<file path="config.mk">
export PLATFORM = sky130hd
export DESIGN_NAME = gpio_port
export DESIGN_NICKNAME = d
export VERILOG_FILES = /design/src/rtl/gpio_pkg.sv /design/src/rtl/gpio_debounce.sv /design/src/rtl/gpio_port.sv
export SDC_FILE = /design/constraint.sdc
export NUM_CORES = 1
export LEC_CHECK = 0
export CAP_MARGIN = 20
export CORE_ASPECT_RATIO = 1.2
export CORE_MARGIN = 3
export CORE_UTILIZATION = 56
export CTS_BUF_LIST = sky130_fd_sc_hd__clkbuf_8
export DETAILED_ROUTE_END_ITERATION = 7
export GPL_ROUTABILITY_DRIVEN = 0
export MAX_ROUTING_LAYER = met4
export PLACE_DENSITY_LB_ADDON = 0.25
export SETUP_SLACK_MARGIN = 0.15
export SYNTH_ARGS = -nofsm -noshare
export SYNTH_HDL_FRONTEND = slang
export SYNTH_HIERARCHICAL = 1
export SYNTH_SLANG_ARGS = --single-unit
</file>
<file path="constraint.sdc">
create_clock -name clk -period 3.4 [get_ports clk]
set_input_delay 0.68 -clock clk [delete_from_list [all_inputs] [get_ports clk]]
set_output_delay 0.68 -clock clk [all_outputs]
set_load 0.05 [all_outputs]
</file>
<file path="src/rtl/gpio_pkg.sv">
// rtl/gpio_pkg.sv - register map constants shared by the gpio_port files
//
// Purpose: register offsets relative to the port's BASE address.
// Ports:   none (package).
package gpio_pkg;

  localparam logic [23:0] GPIO_DIR     = 24'd0;
  localparam logic [23:0] GPIO_DATA    = 24'd1;
  localparam logic [23:0] GPIO_RISE_EN = 24'd2;
  localparam logic [23:0] GPIO_FALL_EN = 24'd3;
  localparam logic [23:0] GPIO_PEND    = 24'd4;

endpackage

</file>
<file path="src/rtl/gpio_debounce.sv">
// rtl/gpio_debounce.sv - per-pin synchroniser, debounce filter and edge pulses
//
// Purpose: brings one asynchronous pad into the clk domain, accepts a new level
//          only after it has been held DEBOUNCE ce cycles, and pulses on changes.
// Ports:   clk, clk_ce, reset (sync, active-high), pin (raw pad)
//          stable (filtered level), rise / fall (one-cycle pulses, valid on the
//          ce edge where stable changes)
module gpio_debounce
  import gpio_pkg::*;
#(
  parameter int DEBOUNCE = 0
) (
  input  logic clk,
  input  logic clk_ce,
  input  logic reset,
  input  logic pin,
  output logic stable,
  output logic rise,
  output logic fall
);

  // DEBOUNCE of 0 would give a zero-width counter; one bit is the floor.
  localparam int CW    = (DEBOUNCE > 0) ? $clog2(DEBOUNCE + 1) : 1;
  localparam int LIMIT = ((DEBOUNCE > 1) ? DEBOUNCE : 1) - 1;
  localparam logic [CW-1:0] LIMIT_C = CW'(LIMIT);

  logic          meta_q, meta_d;
  logic          sync_q, sync_d;
  logic          stable_q, stable_d;
  logic [CW-1:0] cnt_q, cnt_d;

  always_comb begin
    meta_d   = meta_q;
    sync_d   = sync_q;
    stable_d = stable_q;
    cnt_d    = cnt_q;
    if (clk_ce) begin
      meta_d = pin;
      sync_d = meta_q;
      if (sync_q != stable_q) begin
        // The cycle that reaches LIMIT is itself the last required hold cycle.
        if (cnt_q == LIMIT_C) begin
          stable_d = sync_q;
          cnt_d    = '0;
        end else begin
          cnt_d = cnt_q + 1'b1;
        end
      end else begin
        cnt_d = '0;
      end
    end
  end

  always_ff @(posedge clk) begin
    if (reset) begin
      meta_q   <= 1'b0;
      sync_q   <= 1'b0;
      stable_q <= 1'b0;
      cnt_q    <= '0;
    end else begin
      meta_q   <= meta_d;
      sync_q   <= sync_d;
      stable_q <= stable_d;
      cnt_q    <= cnt_d;
    end
  end

  // Pulses are combinational so the owner can latch PEND on the same edge
  // that updates stable.
  assign stable = stable_q;
  assign rise   = (stable_d != stable_q) &&  stable_d;
  assign fall   = (stable_d != stable_q) && !stable_d;

endmodule

</file>
<file path="src/rtl/gpio_port.sv">
// rtl/gpio_port.sv - parametrised GPIO port with edge interrupts
//
// Purpose: per-pin direction, output latch, debounced inputs and rise/fall
//          interrupt pending bits, mapped at BASE..BASE+4.
// Ports:   clk, reset (sync, active-high), clk_ce (global enable)
//          bus_write, bus_address_in[23:0], bus_data_in[7:0] - register writes
//          bus_data_out[7:0] - combinational read data, 0 when not decoded
//          pins_in[WIDTH-1:0] - raw pads; pins_out / pins_oe - latch / drive
//          irq - OR of all pending bits
module gpio_port
  import gpio_pkg::*;
#(
  parameter int          WIDTH    = 8,
  parameter logic [23:0] BASE     = 24'h2060,
  parameter int          DEBOUNCE = 0
) (
  input  logic             clk,
  input  logic             reset,
  input  logic             clk_ce,
  input  logic             bus_write,
  input  logic [23:0]      bus_address_in,
  input  logic [7:0]       bus_data_in,
  output logic [7:0]       bus_data_out,
  input  logic [WIDTH-1:0] pins_in,
  output logic [WIDTH-1:0] pins_out,
  output logic [WIDTH-1:0] pins_oe,
  output logic             irq
);

  logic [WIDTH-1:0] dir_q, dir_d;
  logic [WIDTH-1:0] data_q, data_d;
  logic [WIDTH-1:0] rise_en_q, rise_en_d;
  logic [WIDTH-1:0] fall_en_q, fall_en_d;
  logic [WIDTH-1:0] pend_q, pend_d;

  logic [WIDTH-1:0] stable_v, rise_v, fall_v;

  for (genvar i = 0; i < WIDTH; i++) begin : g_pin
    gpio_debounce #(.DEBOUNCE(DEBOUNCE)) u_deb (
      .clk    (clk),
      .clk_ce (clk_ce),
      .reset  (reset),
      .pin    (pins_in[i]),
      .stable (stable_v[i]),
      .rise   (rise_v[i]),
      .fall   (fall_v[i])
    );
  end

  logic sel_dir, sel_data, sel_rise, sel_fall, sel_pend, wr;
  logic [WIDTH-1:0] wdat;

  assign sel_dir  = (bus_address_in == BASE + GPIO_DIR);
  assign sel_data = (bus_address_in == BASE + GPIO_DATA);
  assign sel_rise = (bus_address_in == BASE + GPIO_RISE_EN);
  assign sel_fall = (bus_address_in == BASE + GPIO_FALL_EN);
  assign sel_pend = (bus_address_in == BASE + GPIO_PEND);
  assign wr       = clk_ce && bus_write;
  assign wdat     = bus_data_in[WIDTH-1:0];

  always_comb begin
    dir_d     = dir_q;
    data_d    = data_q;
    rise_en_d = rise_en_q;
    fall_en_d = fall_en_q;
    if (wr && sel_dir)  dir_d     = wdat;
    if (wr && sel_data) data_d    = wdat;
    if (wr && sel_rise) rise_en_d = wdat;
    if (wr && sel_fall) fall_en_d = wdat;
    // Clear first, then OR in new edges so a same-edge set survives the clear.
    pend_d = pend_q & ~((wr && sel_pend) ? wdat : '0);
    pend_d = pend_d | (rise_v & rise_en_q) | (fall_v & fall_en_q);
  end

  always_ff @(posedge clk) begin
    if (reset) begin
      dir_q     <= '0;
      data_q    <= '0;
      rise_en_q <= '0;
      fall_en_q <= '0;
      pend_q    <= '0;
    end else begin
      dir_q     <= dir_d;
      data_q    <= data_d;
      rise_en_q <= rise_en_d;
      fall_en_q <= fall_en_d;
      pend_q    <= pend_d;
    end
  end

  logic [WIDTH-1:0] rd;

  always_comb begin
    rd = '0;
    if (sel_dir)  rd = dir_q;
    if (sel_data) rd = (data_q & dir_q) | (stable_v & ~dir_q);
    if (sel_rise) rd = rise_en_q;
    if (sel_fall) rd = fall_en_q;
    if (sel_pend) rd = pend_q;
    bus_data_out            = '0;
    bus_data_out[WIDTH-1:0] = rd;
  end

  assign pins_out = data_q;
  assign pins_oe  = dir_q;
  assign irq      = |pend_q;

endmodule

</file>
Yosys cells after proc, flatten, opt, wreduce, memory -nomap -nowiden:

Cells that the tools add are included.

* eq/ne operators: 21
* add/subtract/negate cells: 8
* muxes and demuxes: 46
* reduce and logical (&&, ||, !) cells: 31
* bitwise operators: 10

Operators with widths (count)
* equality test 24 x 14 -> 1 bit, second input constant: 5
* 2-to-1 mux 8 bit: 6
* AND 8 bit: 5
* 2-to-1 mux 1 bit: 40
* bitwise OR 8 bit: 3
* logical AND 1 bit: 22
* inequality test 1 bit: 16
* inverter 8 bit: 2
* adder 1 bit, second input constant: 8
* zero test 1 bit: 8
* OR reduction 8 bit: 1

* output and inout port bits: 25
* word-level logic and storage cells: 153
* input bits: 44
* register bits: 72

Logic depth before layout (Yosys ltp):

* word-level depth: 8
* depth in mapped cells: 6
* depth with buffers taken out: 5

Hierarchy:

Netlist, hierarchy kept.

Modules (own cells, without submodules)
* gpio_port: sequential area each 800.8 sq um, instances 1, cells an instance 249, area each 2220.9 sq um
* gpio_debounce: sequential area each 60.1 sq um, instances 8, cells an instance 13, area each 113.9 sq um

Least setup slack after synthesis:

No wires, ideal clock.

* path kind: input -> output
* from: input port bus_address_in[18]
* to: output port bus_data_out[7]
* required time: 2.720 ns
* path slack: -0.257 ns
* path buffers: 1
* arrival: 2.977 ns
* stages: 5
* cells stage by stage: or4_1 -> buf_2 -> nor4_1 -> nand4_1 -> a211oi_1

* word-level cells in the longest chain between the ends: 6
* elaborated cells on any way between the ends: 10
* those cells by class: 5 x eq/ne; 5 x mux

Ends and longest elaborated chain
* from (decl): line gpio_port.sv:21 `input logic [23:0] bus_address_in,`
* equality test 24 x 14 -> 1 bit: line gpio_port.sv:53 `assign sel_dir = (bus_address_in == BASE + GPIO_DIR);`
* 2-to-1 mux 8 bit: line gpio_port.sv:95 `if (sel_dir) rd = dir_q;`
* 2-to-1 mux 8 bit: line gpio_port.sv:96 `if (sel_data) rd = (data_q & dir_q) | (stable_v & ~dir_q);`
* 2-to-1 mux 8 bit: line gpio_port.sv:97 `if (sel_rise) rd = rise_en_q;`
* 2-to-1 mux 8 bit: line gpio_port.sv:98 `if (sel_fall) rd = fall_en_q;`
* 2-to-1 mux 8 bit (*): line gpio_port.sv:99 `if (sel_pend) rd = pend_q;`
* to (decl): line gpio_port.sv:23 `output logic [7:0] bus_data_out,`

Every way passes the cells marked *; elsewhere a longest branch is shown, timed or not.

Final worst setup path:

* from: input port bus_address_in[20]
* to: output port bus_data_out[7]

The elaborated chain is that of the path after synthesis.

==> impl_metrics.json <==
{
  "grt-ovfl-total": 0,
  "htreeDepth": 3,
  "holdWs_ps": 494,
  "period_share_pct": 92.8,
  "r2r_slack_ps": 2260,
  "antenna_found_initial": 0,
  "min-delay-start": "g_pin[7].u_deb/meta_q",
  "maxCapViolCount": 0,
  "skew_ps": 7.53,
  "hold_buffers": 0,
  "slew_headroom_pct": 54.9,
  "start_kind": "input pin",
  "setup.worst_path.class": "input pin to primary output",
  "fillers": 352,
  "clk_latency_ps": 340,
  "num_antenna_cells": 0,
  "peakVddDrop_mv": 0.363,
  "vias_per_cell": 5.72,
  "numCtsBuffers": 9,
  "leakagePower_nw": 1.70,
  "die_w_um": 74.3,
  "synthToLayoutAreaGrowth_pct": 36.0,
  "ys_seq_elements": 64,
  "drt-total-wl_um": 8020,
  "first_iter_violations": 166,
  "synth_warnings": 6,
  "final_nets": 476,
  "synth_area_leaders": "dfxtp_1 (41%), mux2i_1 (18%), nand2b_1 (10%), nand2_1 (4.2%), nor2_1 (4.2%)",
  "die-area_sq_um": 6530,
  "rsz0062_at_grt": "false",
  "fin_crit_ps": 3160,
  "seq_area_sq_um": 1280,
  "fin_cells": 499,
  "rows": 29,
  "ys_seq_area_share_pct": 40.9,
  "portBuffers": 68,
  "wl_per_cell_um": 16.1,
  "cts_tree": "yes",
  "initial_core_util_pct": 58.7,
  "cts_buffer_depth": 2,
  "grt_pass1_vias": 2857,
  "cts_root_buf": "clkbuf_8",
  "worst-r2r-cell-count": 5,
  "reg2reg_to": "pend_q[0]",
  "cts_sinks": 64,
  "yosysUniqueCellTypes": 31,
  "cp.arrival_ps": 2480,
  "grtUsageTotal_pct": 26.7,
  "synth_area_sq_um": 3130,
  "drive_above_1_share_pct": 12.8,
  "fmax_ghz": 0.317,
  "setup.worst_path.end_class": "primary output",
  "drc": 0,
  "yosys.area.top_type": "dfxtp_1",
  "synth_top_area_share_pct": 40.9,
  "holdPathStages": 2,
  "setup_violations": 0,
  "coreArea_sq_um": 5330,
  "ios": 69,
  "postSynthCellCount": 353,
  "dp_hpwl_um": 5530,
  "final-hold-violation-count": 0,
  "p_per_area_nw_per_um2": 358,
  "worstPathMaxFanout": 8,
  "r2r_start": "g_pin[0].u_deb/sync_q",
  "outcome": "finished, final reports clean",
  "die_y_um": 87.9,
  "holdPathEnd": "g_pin[7].u_deb/sync_q",
  "syn_avg_cell_area_sq_um": 8.87,
  "grt_pass1_wl_um": 13000,
  "dp.cells": 482,
  "drtPass1Iterations": 4,
  "hp-class": "flop to flop",
  "vias": 2856,
  "finalMaxSlewViolations": 0,
  "finalSetupTns_ps": 0,
  "power_mw": 1.52,
  "clkTransAtPathRegs_ps": 70,
  "multi_input_area_sq_um": 1790,
  "tightest_slew_ps": 677,
  "final_antenna_net_count": 0,
  "worst-endpoint-required_ps": 2720,
  "syn_nets": 397,
  "grt_max_degree": 44
}
per-stage QoR:
| stage | setup slack [ps] | area [sq um] | utilization (%) |
|---|---|---|---|
| global route | 143 | 4260 | 79.8 |
| detailed placement | 69.2 | 4000 | 74.9 |
| floorplan | 107 | 3140 | - |
| finish | 244 | 4260 | 79.8 |
| CTS | 127 | 4230 | 79.2 |
| global placement | 149 | 4000 | 74.9 |
logic make-up (layout without fill, tap and decap cells):
group | Yosys count | count (layout) | synth area share (%)
and+or+nand+nor | 151 | 151 | 25.7
DFF | 64 | 64 | 40.9
AOI/OAI and AO/OA | 57 | 57 | 11.9
muxes | 56 | 56 | 17.9
buffers and inverters | 25 | 109 | 3.64
cell type report:
cell class                 instances  share of cell area (%)
multi-input combinational        264                    42.1
sequential                        64                    30.1
timing repair buffer              84                    20.7
clock buffer                      11                    3.56
tap                               62                    1.82
clock inverter                     5                   0.940
inverter                           9                   0.793
registers in the layout (all words and copies together) (netlist names):
| name | count |
|---|---|
| fall_en_q | 8 |
| g_pin.u_deb/meta_q | 8 |
| g_pin.u_deb/stable | 8 |
| g_pin.u_deb/sync_q | 8 |
| pend_q | 8 |
| pins_oe | 8 |
| pins_out | 8 |
| rise_en_q | 8 |
Yosys cell counts:
cell type and instances:
and4bb_2 1, nor3_1 1, a22oi_1 8, a21o_1 1, a21oi_1 23, nand4_1 2
and3_1 1, buf_2 1, a311o_1 1, a31oi_1 7, nand2b_1 52, nor4_1 5
or4_1 4, nand3_1 2, dfxtp_1 64, inv_1 9, clkbuf_1 12, o211ai_1 7
buf_4 1, nor3b_1 1, o21ai_0 1, nand2_1 35, buf_6 2, or3b_4 1
mux2i_1 56, a311oi_1 8, nor4_2 1, nor4_4 1, nor2b_1 9, a211oi_1 1
nor2_1 35
power breakdown:
group | switching (mW) | total, mW | leakage, nW | internal, mW
clock | 0.307 | 0.615 | 0.0882 | 0.308
combinational | 0.0645 | 0.142 | 1.10 | 0.0774
sequential | 0.00699 | 0.767 | 0.518 | 0.760
critical path, stage by stage:
cell and delay (ps):
clkdlybuf4s50_1 400, or4_4 500, nor4_4 140, nand4_1 140, buf_6 190, a211oi_4 250
buf_12 170
per-layer routing:
metal	track usage, %	wire (um)	vias up	share of wire (%)
met2	43.5	3740	105	47
li1	-	-	1395	-
met1	32.2	3420	1342	43
met4	9.22	155	0	1.9
met3	6.31	700	14	8.7
met5	-	0	-	0
worst max-delay path by stage:
stage,start,to,depth (start not counted)
after floorplan,bus_address_in[18],bus_data_out[0],5
after global placement,bus_address_in[18],bus_data_out[4],7
after detailed placement,bus_address_in[18],bus_data_out[4],7
after CTS,bus_address_in[18],bus_data_out[0],7
after global routing,bus_address_in[20],bus_data_out[7],7
final,bus_address_in[20],bus_data_out[7],7
layout by cell type (no fill, tap or decap), types with 4 or more instances in the layout:
cell	n
dfxtp_1	64
mux2i_1	56
clkdlybuf4s50_1	56
nand2b_1	52
nand2_1	35
nor2_1	35
a21oi_1	16
buf_4	15
clkbuf_8	11
inv_1	9
nor2b_1	9
a22oi_1	8
a311oi_1	8
buf_12	8
a31oi_1	7
o211ai_1	7
a21oi_2	7
nor4_1	4
repair_timing:
action                                  in CTS  in global routing
gates resized for setup                      8                  6
hold endpoints to repair                     0                  0
endpoints found under the setup margin       8                  8
pin swaps                                    1                  4
setup buffers                                0                  1
No activity file was read; power rests on OpenSTA's default activity.
